<file path="config.mk">
export PLATFORM = sky130hd
export DESIGN_NAME = lsu_load_aligner
export DESIGN_NICKNAME = d
export VERILOG_FILES = /design/src/rtl/lsu_pkg.sv /design/src/rtl/encoder_4to2.sv /design/src/rtl/lsu_load_aligner.sv
export SDC_FILE = /design/constraint.sdc
export NUM_CORES = 1
export LEC_CHECK = 0
export CAP_MARGIN = 5
export CORE_MARGIN = 10
export CORE_UTILIZATION = 40
export DETAILED_ROUTE_END_ITERATION = 12
export PLACE_DENSITY = 0.77
export SLEW_MARGIN = 20
export SYNTH_ARGS = -nofsm -noshare
export SYNTH_HDL_FRONTEND = slang
export SYNTH_HIERARCHICAL = 1
export SYNTH_SLANG_ARGS = --single-unit
</file>
<file path="constraint.sdc">
create_clock -name i_clk -period 2.2 [get_ports i_clk]
set_input_delay 0.66 -clock i_clk [delete_from_list [all_inputs] [get_ports i_clk]]
set_output_delay 0.66 -clock i_clk [all_outputs]
set_load 0.01 [all_outputs]
</file>
<file path="src/rtl/lsu_pkg.sv">
// Shared load-unit constants: funct3 load encodings, byte-lane patterns and FSM state type.
package lsu_pkg;

  localparam logic [2:0] F3_LB  = 3'b000;
  localparam logic [2:0] F3_LH  = 3'b001;
  localparam logic [2:0] F3_LW  = 3'b010;
  localparam logic [2:0] F3_LBU = 3'b100;
  localparam logic [2:0] F3_LHU = 3'b101;

  localparam logic [3:0] LANE_B0  = 4'b0001;
  localparam logic [3:0] LANE_B1  = 4'b0010;
  localparam logic [3:0] LANE_B2  = 4'b0100;
  localparam logic [3:0] LANE_B3  = 4'b1000;
  localparam logic [3:0] LANE_HLO = 4'b0011;
  localparam logic [3:0] LANE_HHI = 4'b1100;
  localparam logic [3:0] LANE_W   = 4'b1111;

  typedef enum logic [1:0] {
    ST_IDLE  = 2'd0,
    ST_ISSUE = 2'd1,
    ST_WAIT  = 2'd2,
    ST_RESP  = 2'd3
  } state_t;

endpackage

</file>
<file path="src/rtl/encoder_4to2.sv">
// Lane-select to byte-offset encoder; the lowest set lane bit wins.
module encoder_4to2 (
  input  logic [3:0] lane,
  output logic [1:0] off,
  output logic       nz
);

  always_comb begin
    nz  = |lane;
    off = 2'd0;
    if (lane[0])      off = 2'd0;
    else if (lane[1]) off = 2'd1;
    else if (lane[2]) off = 2'd2;
    else if (lane[3]) off = 2'd3;
  end

endmodule

</file>
<file path="src/rtl/lsu_load_aligner.sv">
// Load aligner: validates lane/size/offset, issues a word read, then extracts and extends the loaded bytes.
module lsu_load_aligner
  import lsu_pkg::*;
#(
  parameter int TIMEOUT_CYCLES = 16
) (
  input  logic        i_clk,
  input  logic        i_reset,
  input  logic        i_req_valid,
  output logic        o_req_ready,
  input  logic [31:0] i_req_addr,
  input  logic [3:0]  i_req_lane,
  input  logic [2:0]  i_req_funct3,
  input  logic [4:0]  i_req_rd,
  output logic        o_mem_rd_en,
  output logic [31:0] o_mem_addr,
  input  logic        i_mem_rvalid,
  input  logic [31:0] i_mem_rdata,
  output logic        o_rsp_valid,
  input  logic        i_rsp_ready,
  output logic [31:0] o_rsp_data,
  output logic [4:0]  o_rsp_rd,
  output logic        o_rsp_err
);

  localparam int CNT_W = $clog2(TIMEOUT_CYCLES);
  localparam logic [CNT_W-1:0] CNT_LAST = CNT_W'(TIMEOUT_CYCLES - 1);

  state_t           state;
  logic [CNT_W-1:0] cnt;
  logic [31:0]      addr_q;
  logic [2:0]       funct3_q;
  logic [4:0]       rd_q;
  logic [31:0]      data_q;
  logic             err_q;

  logic [1:0]       lane_off;
  logic             lane_nz;
  logic             req_legal;

  function automatic logic funct3_ok(input logic [2:0] f3);
    case (f3)
      F3_LB, F3_LH, F3_LW, F3_LBU, F3_LHU: funct3_ok = 1'b1;
      default:                             funct3_ok = 1'b0;
    endcase
  endfunction

  // Size comes from funct3[1:0]: 00 byte, 01 half, 10 word.
  function automatic logic lane_ok(input logic [2:0] f3, input logic [3:0] lane);
    case (f3[1:0])
      2'b00:   lane_ok = (lane == LANE_B0) || (lane == LANE_B1) ||
                         (lane == LANE_B2) || (lane == LANE_B3);
      2'b01:   lane_ok = (lane == LANE_HLO) || (lane == LANE_HHI);
      2'b10:   lane_ok = (lane == LANE_W);
      default: lane_ok = 1'b0;
    endcase
  endfunction

  function automatic logic [31:0] extract(input logic [31:0] rdata, input logic [1:0] off,
                                          input logic [2:0] f3);
    logic [31:0] shifted;
    logic [7:0]  b;
    logic [15:0] h;
    shifted = rdata >> {off, 3'b000};
    b = shifted[7:0];
    h = off[1] ? rdata[31:16] : rdata[15:0];
    case (f3)
      F3_LB:   extract = {{24{b[7]}}, b};
      F3_LBU:  extract = {24'd0, b};
      F3_LH:   extract = {{16{h[15]}}, h};
      F3_LHU:  extract = {16'd0, h};
      default: extract = rdata;
    endcase
  endfunction

  encoder_4to2 u_enc (
    .lane (i_req_lane),
    .off  (lane_off),
    .nz   (lane_nz)
  );

  assign req_legal = funct3_ok(i_req_funct3) && lane_ok(i_req_funct3, i_req_lane) &&
                     lane_nz && (lane_off == i_req_addr[1:0]);

  assign o_req_ready = (state == ST_IDLE);
  assign o_mem_rd_en = (state == ST_ISSUE);
  assign o_rsp_valid = (state == ST_RESP);
  assign o_mem_addr  = {addr_q[31:2], 2'b00};
  assign o_rsp_data  = data_q;
  assign o_rsp_rd    = rd_q;
  assign o_rsp_err   = err_q;

  always_ff @(posedge i_clk) begin
    if (i_reset) begin
      state    <= ST_IDLE;
      cnt      <= '0;
      addr_q   <= '0;
      funct3_q <= '0;
      rd_q     <= '0;
      data_q   <= '0;
      err_q    <= 1'b0;
    end else begin
      case (state)
        ST_IDLE: begin
          if (i_req_valid) begin
            addr_q   <= i_req_addr;
            funct3_q <= i_req_funct3;
            rd_q     <= i_req_rd;
            if (req_legal) begin
              state <= ST_ISSUE;
            end else begin
              // Illegal requests never touch memory.
              state  <= ST_RESP;
              data_q <= '0;
              err_q  <= 1'b1;
            end
          end
        end
        ST_ISSUE: begin
          state <= ST_WAIT;
          cnt   <= '0;
        end
        ST_WAIT: begin
          if (i_mem_rvalid) begin
            state  <= ST_RESP;
            data_q <= extract(i_mem_rdata, addr_q[1:0], funct3_q);
            err_q  <= 1'b0;
          end else if (cnt == CNT_LAST) begin
            state  <= ST_RESP;
            data_q <= '0;
            err_q  <= 1'b1;
          end else begin
            cnt <= cnt + CNT_W'(1);
          end
        end
        ST_RESP: begin
          if (i_rsp_ready) state <= ST_IDLE;
        end
        default: state <= ST_IDLE;
      endcase
    end
  end

endmodule

</file>
After elaboration in Yosys (flattened, before gate mapping):

Cells that the tools add are included.

* add/sub/neg operators: 1
* eq/ne operators: 27
* shifts and indexed selects: 1
* multiplexer cells: 27
* reduce and logical (&&, ||, !) cells: 19

Operators by type and width (number)
* 2-to-1 mux 32 bit: 4
* one-hot mux 32 bit (4 select lines): 1
* one-hot mux 32 bit (2 select lines): 1
* >> shifter 32 x 5 -> 8 bit: 1
* 2-to-1 mux 2 bit: 9
* == test 4 bit (second input constant): 4
* 2-to-1 mux 16 bit: 1
* == test 3 bit (second input constant): 4
* == test 4 x 2 -> 1 bit (second input constant): 2
* 2-to-1 mux 4 bit: 2
* != test 2 bit (second input constant): 4
* one-hot mux 2 bit (4 select lines): 1
* one-hot mux 4 bit (2 select lines): 1
* == test 2 bit (second input constant): 3
* == test 3 x 1 -> 1 bit (second input constant): 2
* zero test 3 bit: 2
* AND reduction 3 bit: 2
* 2-to-1 mux 1 bit: 5
* OR reduction 5 bit: 1
* adder 4 x 1 -> 4 bit (second input constant): 1
* == test 2 x 1 -> 1 bit (second input constant): 2
* == test 4 x 1 -> 1 bit (second input constant): 1
* == test 4 x 3 -> 1 bit (second input constant): 1
* zero test 2 bit: 2
* other kinds (12): 18

* bits in registers: 79
* input port bits: 81
* output and inout bits: 73
* word-level logic and storage cells: 82

Longest topological paths before layout:

* depth after elaboration: 11
* depth in mapped cells: 9
* mapped depth without buffers: 8

Hierarchy:

The synthesis kept the hierarchy.

By module, submodules not included
* lsu_load_aligner: times used 1, cells an instance 499, area each 4035.1 um^2, sequential area each 1581.5 um^2
* encoder_4to2: times used 1, cells an instance 7, area each 35.0 um^2, sequential area each 0.0 um^2

Worst setup path before layout:

No wires, ideal clock.

* kind: in2reg
* start: in i_req_lane[3]
* end: reg data_q[31], in the netlist o_rsp_data[31]
* library setup time: 123 ps
* data arrival time: 2205 ps
* data required time: 2077 ps
* path slack: -128 ps
* stages: 6
* buffers on the path: 0
* cells stage by stage: xor2_1 -> a2111o_1 -> a31oi_2 -> o21ai_2 -> nor3b_4 -> mux2_1

* cells in the longest elaborated chain, start to end: 10
* elaborated cells between the ends (all ways): 23
* those cells by class: eq/ne: 9; mux: 5; reduce/logical: 9

RTL lines
* from (decl): RTL line lsu_load_aligner.sv:12 `input logic [3:0] i_req_lane,`
* == test 4 x 1 -> 1 bit or == test 4 x 2 -> 1 bit (tied branches): RTL line lsu_load_aligner.sv:51 `2'b00: lane_ok = (lane == LANE_B0) || (lane == LANE_B1) ||`
* logical OR 1 bit (2 in series): RTL line lsu_load_aligner.sv:51
* logical OR 1 bit: RTL line lsu_load_aligner.sv:52 `(lane == LANE_B2) || (lane == LANE_B3);`
* one-hot mux 1 bit (3 select lines): RTL line lsu_load_aligner.sv:50 `case (f3[1:0])`
* logical AND 1 bit (2 in series): RTL line lsu_load_aligner.sv:82 `assign req_legal = funct3_ok(i_req_funct3) && lane_ok(i_req_funct3, i_req_lane) &&`
* logical AND 1 bit *: RTL line lsu_load_aligner.sv:83 `lane_nz && (lane_off == i_req_addr[1:0]);`
* != test 2 bit (no line) *
* AND reduction 4 bit (no line) *
* to (signal assigned): RTL line lsu_load_aligner.sv:126 `data_q <= extract(i_mem_rdata, addr_q[1:0], funct3_q);`
* to (decl): RTL line lsu_load_aligner.sv:34 `logic [31:0] data_q;`

Mark *: on every way between the ends. The rest lies on a longest branch, timed or not.
A chain may end at the register's enable or synchronous reset.

Worst setup path in the final report:

* start: in i_req_funct3[0]
* end: reg data_q[31], in the netlist o_rsp_data[31]

* cells in the longest elaborated chain, start to end: 8
* elaborated cells between the ends (all ways): 16
* those cells by class: eq/ne: 7; mux: 2; reduce/logical: 7

RTL lines
* from (decl): RTL line lsu_load_aligner.sv:13 `input logic [2:0] i_req_funct3,`
* == test 3 x 1 -> 1 bit (tied with other cells): RTL line lsu_load_aligner.sv:42 `case (f3)`
* OR reduction 5 bit: RTL line lsu_load_aligner.sv:42
* 2-to-1 mux 1 bit: RTL line lsu_load_aligner.sv:42
* logical AND 1 bit * (2 in series): RTL line lsu_load_aligner.sv:82
* logical AND 1 bit *: RTL line lsu_load_aligner.sv:83
* != test 2 bit (no line) *
* AND reduction 4 bit (no line) *

Marks and branches as above.

==> flow_summary.ini <==
[cells_and_area]
drive_gt1_share_pct = 14.8
multi_input_area_um2 = 2100
final_cell_area_um2 = 6050
postLayoutCoreUtil_pct = 61.3
final_nets = 739
area_growth_syn_to_layout_pct = 48.5
regArea_um2 = 1580
num_antenna_cells = 0
nFillCells = 869

[synth]
netlist.top_cell.by_area = dfxtp_1
ys.flop_type = dfxtp_1
yosys-top-cells-count = 121 x nand2_1, 79 x dfxtp_1, 56 x a21oi_1
synth.top_cell.area_share_pct = 38.9
ys_warn_count = 6
synth_seq_cells = 79
synth_cell_types = 52
synth-async-reset-ratio_pct = 0
synth_cells = 506
synth-edff-count = 0
syn_avg_cell_area_um2 = 8.04
synth_area_leaders = dfxtp_1 39%, nand2_1 11%, a21oi_1 6.9%, buf_4 6.1%, o32ai_2 4.0%
yosysMostFrequentCell = nand2_1
yosysSeqAreaShare_pct = 38.9
syn-cell-area_um2 = 4070

[power]
power.density_nw_per_um2 = 873
ir_worst_vdd_mv = 0.496
p_leak_uw = 0.00225

[clock_network]
cts-buffers-inserted = 9
tritoncts = yes
clk_path_buf_depth = 2
cts_max_level = 3
clkTransAtPathRegs_ns = 0.08
root_buffer = clkbuf_8
cts_hold_buf = 0
cts.sinks = 79
insertion_delay_ns = 0.36

[route]
wl_per_cell_um = 16.9
ant_nets = 0
viasPerCell = 5.20
drc_errors = 0
drt_wl_total_mm = 13.3
vias = 4105
drtIter0Drc = 355
dr.pass1.iters = 4

[grt]
antenna_found_initial = 0
grt_pass1_wl_mm = 21.4
grt_pass1_vias = 4180
grt_usage_pct = 17.7
grt_max_degree = 74
gr-total-overflow = 0

[floorplan]
coreArea_um2 = 9860
die-area_um2 = 14600
io_pins = 154
die_h_um = 121
start_util_pct = 41.3
rows = 36
die-width_um = 121

[timing]
final_max_slew_viol_count = 0
fin_crit_ns = 2.22
timing.final.crit_share_pct = 101
hold_viol_final = 0
setup_viol = 1
timing.fmax_mhz = 450
setup_slack_ns = -0.0198
worst_clock_skew_ns = 0.00926
rsz0062_at_grt = true

[worst_setup_path]
end_kind = flip-flop
crit_fanout = 4
crit_type = in -> reg
setup.worst_path.start_class = input pin
worstPathRequired_ns = 2.45
worstPathArrival_ns = 2.47

[place]
hpwl_mm = 9.91
placed_area_um2 = 5680
gp_congestion = 0.857
io_buffers = 151

[flow_run]
cap_violations = 0

[run_status]
failed_checks = setup timing
status = finished, violations left

[worst_hold_path]
hold_class = reg -> reg
[repair_timing]
item                       in CTS  in global routing
gates resized for setup        35                 12
buffers inserted                6                  3
gates cloned                    1                  0
pin swaps                       7                  7
setup endpoints to repair      34                 34
[where the power goes]
| part | leakage, uW | internal [uW] | switching (uW) |
|---|---|---|---|
| registers | 0.000643 | 1640 | 138 |
| clock network | 0.0000892 | 515 | 527 |
| logic | 0.00152 | 1230 | 1230 |
[sequential cells by signal, summed over array words and instances, names as in the netlist]
signal and count:
o_rsp_err 1, cnt 4, state 2, addr_q 32
funct3_q 3, o_rsp_data 32, o_rsp_rd 5
[per-stage QoR]
stage / std cells / hold slack, ns / setup TNS, ns / setup WS (ns) / power (uW)
floorplan: 507 / 0.437 / 0 / 0.00206 / 3240
global placement: 767 / 0.440 / -21.43 / -0.706 / 4000
finish: 790 / 0.456 / -0.0198 / -0.0198 / 5280
global route: 790 / 0.477 / -0.505 / -0.0677 / 5610
detailed placement: 767 / 0.448 / -24.35 / -0.832 / 4060
CTS: 789 / 0.457 / -0.0274 / -0.0123 / 5370
[metal layers]
metal | share of wire, % | vias up | GRT usage, %
li1 | - | 2005 | -
met1 | 41 | 1906 | 20.7
met2 | 47 | 171 | 29.2
met3 | 10 | 23 | 6.93
met4 | 1.7 | 0 | 5.43
met5 | 0 | - | 0
[worst max-delay path, cell delays in order]
cell and delay [ns]:
dlygate4sd2_1 0.25, a2111o_1 0.43, a31oi_4 0.23, o21ai_2 0.09
nor3b_4 0.34, buf_4 0.18, mux2_4 0.29
[placed cells by master, fill, tap and decap left out, types with 5 or more instances in the layout]
cell type	n
a21oi_1	56
buf_4	41
clkbuf_8	9
clkdlybuf4s50_1	141
dfxtp_1	79
ha_1	5
inv_1	20
mux2i_1	10
nand2_1	121
nand2b_1	5
nand3b_1	5
nor2_1	34
o21ai_0	21
o32ai_1	11
o32ai_2	14
[logic make-up (layout without fill, tap and decap cells)]
family / after synthesis / count (layout) / share of synthesized area, %
XOR/XNOR: 3 / 3 / 0.646
multiplexers: 17 / 17 / 5.50
other: 1 / 2 / 0.0921
flip-flops: 79 / 79 / 38.9
AND/OR/NAND/NOR: 187 / 187 / 19.9
AO/OA/AOI/OAI: 129 / 129 / 22.0
adder cells (fa/ha/maj): 5 / 5 / 1.54
buffers and inverters: 85 / 235 / 11.5
[final cells by class]
cell class / count / area share (%)
sequential: 79 / 26.2
inverter: 21 / 1.30
clock buffer: 11 / 2.17
timing repair buffer: 199 / 32.0
clock inverter: 4 / 0.786
tap: 133 / 2.75
multi-input combinational: 343 / 34.8
[worst paths after layout]
kind / from / to / slack [ns] / cells after the start
setup / recovery: i_req_funct3[0] / o_rsp_data[31]$_SDFFE_PP0P_ / -0.02 / 7
hold / removal: addr_q[7]$_SDFFE_PP0P_ / addr_q[7]$_SDFFE_PP0P_ / 0.46 / 2
setup reg to reg: state[0]$_SDFFE_PP0P_ / o_rsp_data[31]$_SDFFE_PP0P_ / 0.23 / 8
hold reg to reg: addr_q[7]$_SDFFE_PP0P_ / addr_q[7]$_SDFFE_PP0P_ / 0.46 / 2
Note: power is estimated with default switching activity, not from simulation.
==> variant, RTL diff (same flow settings) <==
Put one more register stage on the output `o_rsp_err`, with the module's reset. The value now appears one clock later. The other outputs are not delayed to match.
--- a/src/rtl/lsu_load_aligner.sv
+++ b/src/rtl/lsu_load_aligner.sv
@@ -89,5 +89,11 @@
   assign o_rsp_data  = data_q;
   assign o_rsp_rd    = rd_q;
-  assign o_rsp_err   = err_q;
+  always_ff @(posedge i_clk) begin
+    if (i_reset) begin
+      o_rsp_err <= '0;
+    end else begin
+      o_rsp_err <= err_q;
+    end
+  end
 
   always_ff @(posedge i_clk) begin
Formal check against the unedited RTL: not equivalent (Yosys sat finds a counterexample within 4 cycles, from zero or initial values and one cycle with i_reset high).
==> variant against the original RTL <==
Synthesized cell count decreased by 1.4%; synthesized area increased by 3.9%; sequential share of layout area decreased by 0.053 points; routed wire length grew 6.6%; sequential cell count is 1 higher; non-clock buffer count decreased by 8; setup slack improved by 0.080 ns; total power grew 6.2%; design area grew 1.6%; via count grew 1.3%; critical path type is now reg -> out; largest cell class unchanged; largest power group unchanged.
==> variant: results (changes against the original RTL) <==
* Status: complete, no violations
* Wire length of the first global-routing pass at 21,900 µm (+2.6%)
* Distinct cells, synth at 58 (+12%)
* Avg Cell Area, Syn at 8.47 µm² (+5.3%)
* Commonest cells in the synthesized netlist: sky130_fd_sc_hd__nand2_1 (117), sky130_fd_sc_hd__dfxtp_1 (80), sky130_fd_sc_hd__a21oi_1 (45)
* Highest cell delay on the worst timing path at 0.54 ns (+0.11 ns)
* Synth async-reset ratio at 0% (unchanged)
* Via count of the first global-routing pass at 4,252 (+1.7%)
* Pin count of the biggest net entering global routing at 46 (-38%)
* Number of I/O port buffers at 151 (unchanged)
* Antenna fix cells at 0 (unchanged)
* Number of inserted filler cells in the final layout at 886 (+2.0%)
* Portion of netlist area occupied by mux cells at 5.56% (+0.061 points)
* Worst hold path startpoint: addr_q[23]
* Setup slack of the worst register-to-register path at 0.21 ns (-0.02 ns)
* Via total after detailed routing at 4,159 (+1.3%)
* Number of nets in the layout at 720 (-2.6%)
* Post-DP Area at 0.00585 mm² (+2.9%)
* Layout cell share with drive strength beyond 1 at 15.6% (+0.89 points)
* Detailed-router iteration count before antenna repair at 4 (unchanged)
* Worst clock skew at 0.00540 ns (-0.00386 ns)
* Top cells by area, synth: sky130_fd_sc_hd__dfxtp_1 (38%), sky130_fd_sc_hd__nand2_1 (10%), sky130_fd_sc_hd__buf_4 (5.9%)
* Highest fanout seen on the critical path at 4 (unchanged)
* Primary FF master, synth: sky130_fd_sc_hd__dfxtp_1
* Sequential fraction of the synthesis area at 37.9% (-0.98 points)
* Leakage power summed over all cells at 2.24 nW (-0.70%)
* Routed Wire Length at 14,200 µm (+6.6%)
* Initial DRC count at 270 (-24%)
* Post-DP HPWL at 10,700 µm (+7.5%)
* Mean number of vias per cell at 5.37 (+3.3%)
* Max Root-Sink Buffers at 2 (unchanged)
* Maximum VDD drop at 540 µV (+8.7%)
* Clock-pin transition on the worst setup and hold timing paths at 0.08 ns (about the same)
* Worst R2R End: o_rsp_data[8]
* Global routing usage summed across all routing layers at 18.3% (+0.59 points)
* Worst min-delay path category: reg -> reg
* Reg2reg start: addr_q[1]
* Post-Synth XOR/XNOR Area at 0.621% (-0.024 points)
* Data arrival, critical path at 1.48 ns (-0.99 ns)
* Capture endpoint of the worst hold path: addr_q[23]
* Cell type of the slowest stage on the worst timing path: sky130_fd_sc_hd__clkdlybuf4s50_1
* Placed Cells at 758 (-1.2%)
* Initial antenna violation count at 0 (unchanged)
* Placer Congestion at 0.867 (+1.1%)
* Fraction of the mapped netlist area in adder cells at 1.48% (-0.057 points)
* Count of cells along the worst hold path at 2 (unchanged)
* Compound-Gate Fraction of Synth Area at 26.9% (+4.9 points)
* Maximum level of the CTS H-tree at 3 (unchanged)
* Critical path's top delay family: buffers and inverters
* Worst r2r path cells at 7 (-1)
* Worst skew pair latency at 0.37 ns
==> variant: changes by cell type after synthesis, sizes merged, moves of 4 or more <==
cell	unedited run	this run
nand2	121	117
nand3b	6	0
a22o	0	12
a31oi	4	0
o21ai	22	31
a21oi	57	47
a221oi	0	8
nor2	34	13
==> variant: worst max path at each step <==
stage,start,endpoint,cells past startpoint
after floorplan,i_req_lane[1],o_rsp_data[21],6
after global placement,i_req_lane[2],o_rsp_data[4],8
after detailed placement,i_req_lane[1],o_rsp_data[2],7
after CTS,i_req_lane[0],o_rsp_data[18],8
after global routing,i_req_lane[2],o_rsp_data[14],9
final,state[1],o_mem_rd_en,3
==> variant: through the flow <==
stage                     setup slack (ns)  hold slack, ns
after detailed placement            -0.673           0.446
after CTS                          0.00672           0.459
after global routing               0.00893           0.479
after global placement              -0.561           0.441
after floorplan                      0.123           0.437
final                               0.0607           0.457
==> variant: what timing repair did <==
item	CTS	global route
setup endpoints to repair	35	36
buffers inserted	1	0
cloned	0	0
resized for setup	14	12
pin swaps	2	0
==> variant: cell type report <==
class	instances	area, µm²	share of cell area [%]
Clock buffer	11	141	2.30
Clock inverter	5	80.1	1.30
Inverter	20	75.1	1.22
Multi-Input combinational cell	332	2210	36.0
Sequential cell	80	1600	26.1
Tap cell	136	170	2.77
Timing Repair Buffer	191	1860	30.3
==> variant: report_power, final <==
| part | internal (mW) | switching [mW] | leakage [nW] |
|---|---|---|---|
| combinational | 1.25 | 1.33 | 1.48 |
| clock | 0.668 | 0.568 | 0.106 |
| sequential | 1.66 | 0.135 | 0.651 |
==> variant: layer usage <==
layer  part of all wire (%)  routed length, µm  GRT usage (%)
met1                     38               5340           19.5
met2                     52               7460           32.6
met3                    7.1               1020           5.79
met4                    2.8                397           7.88
met5                      0                  0              0
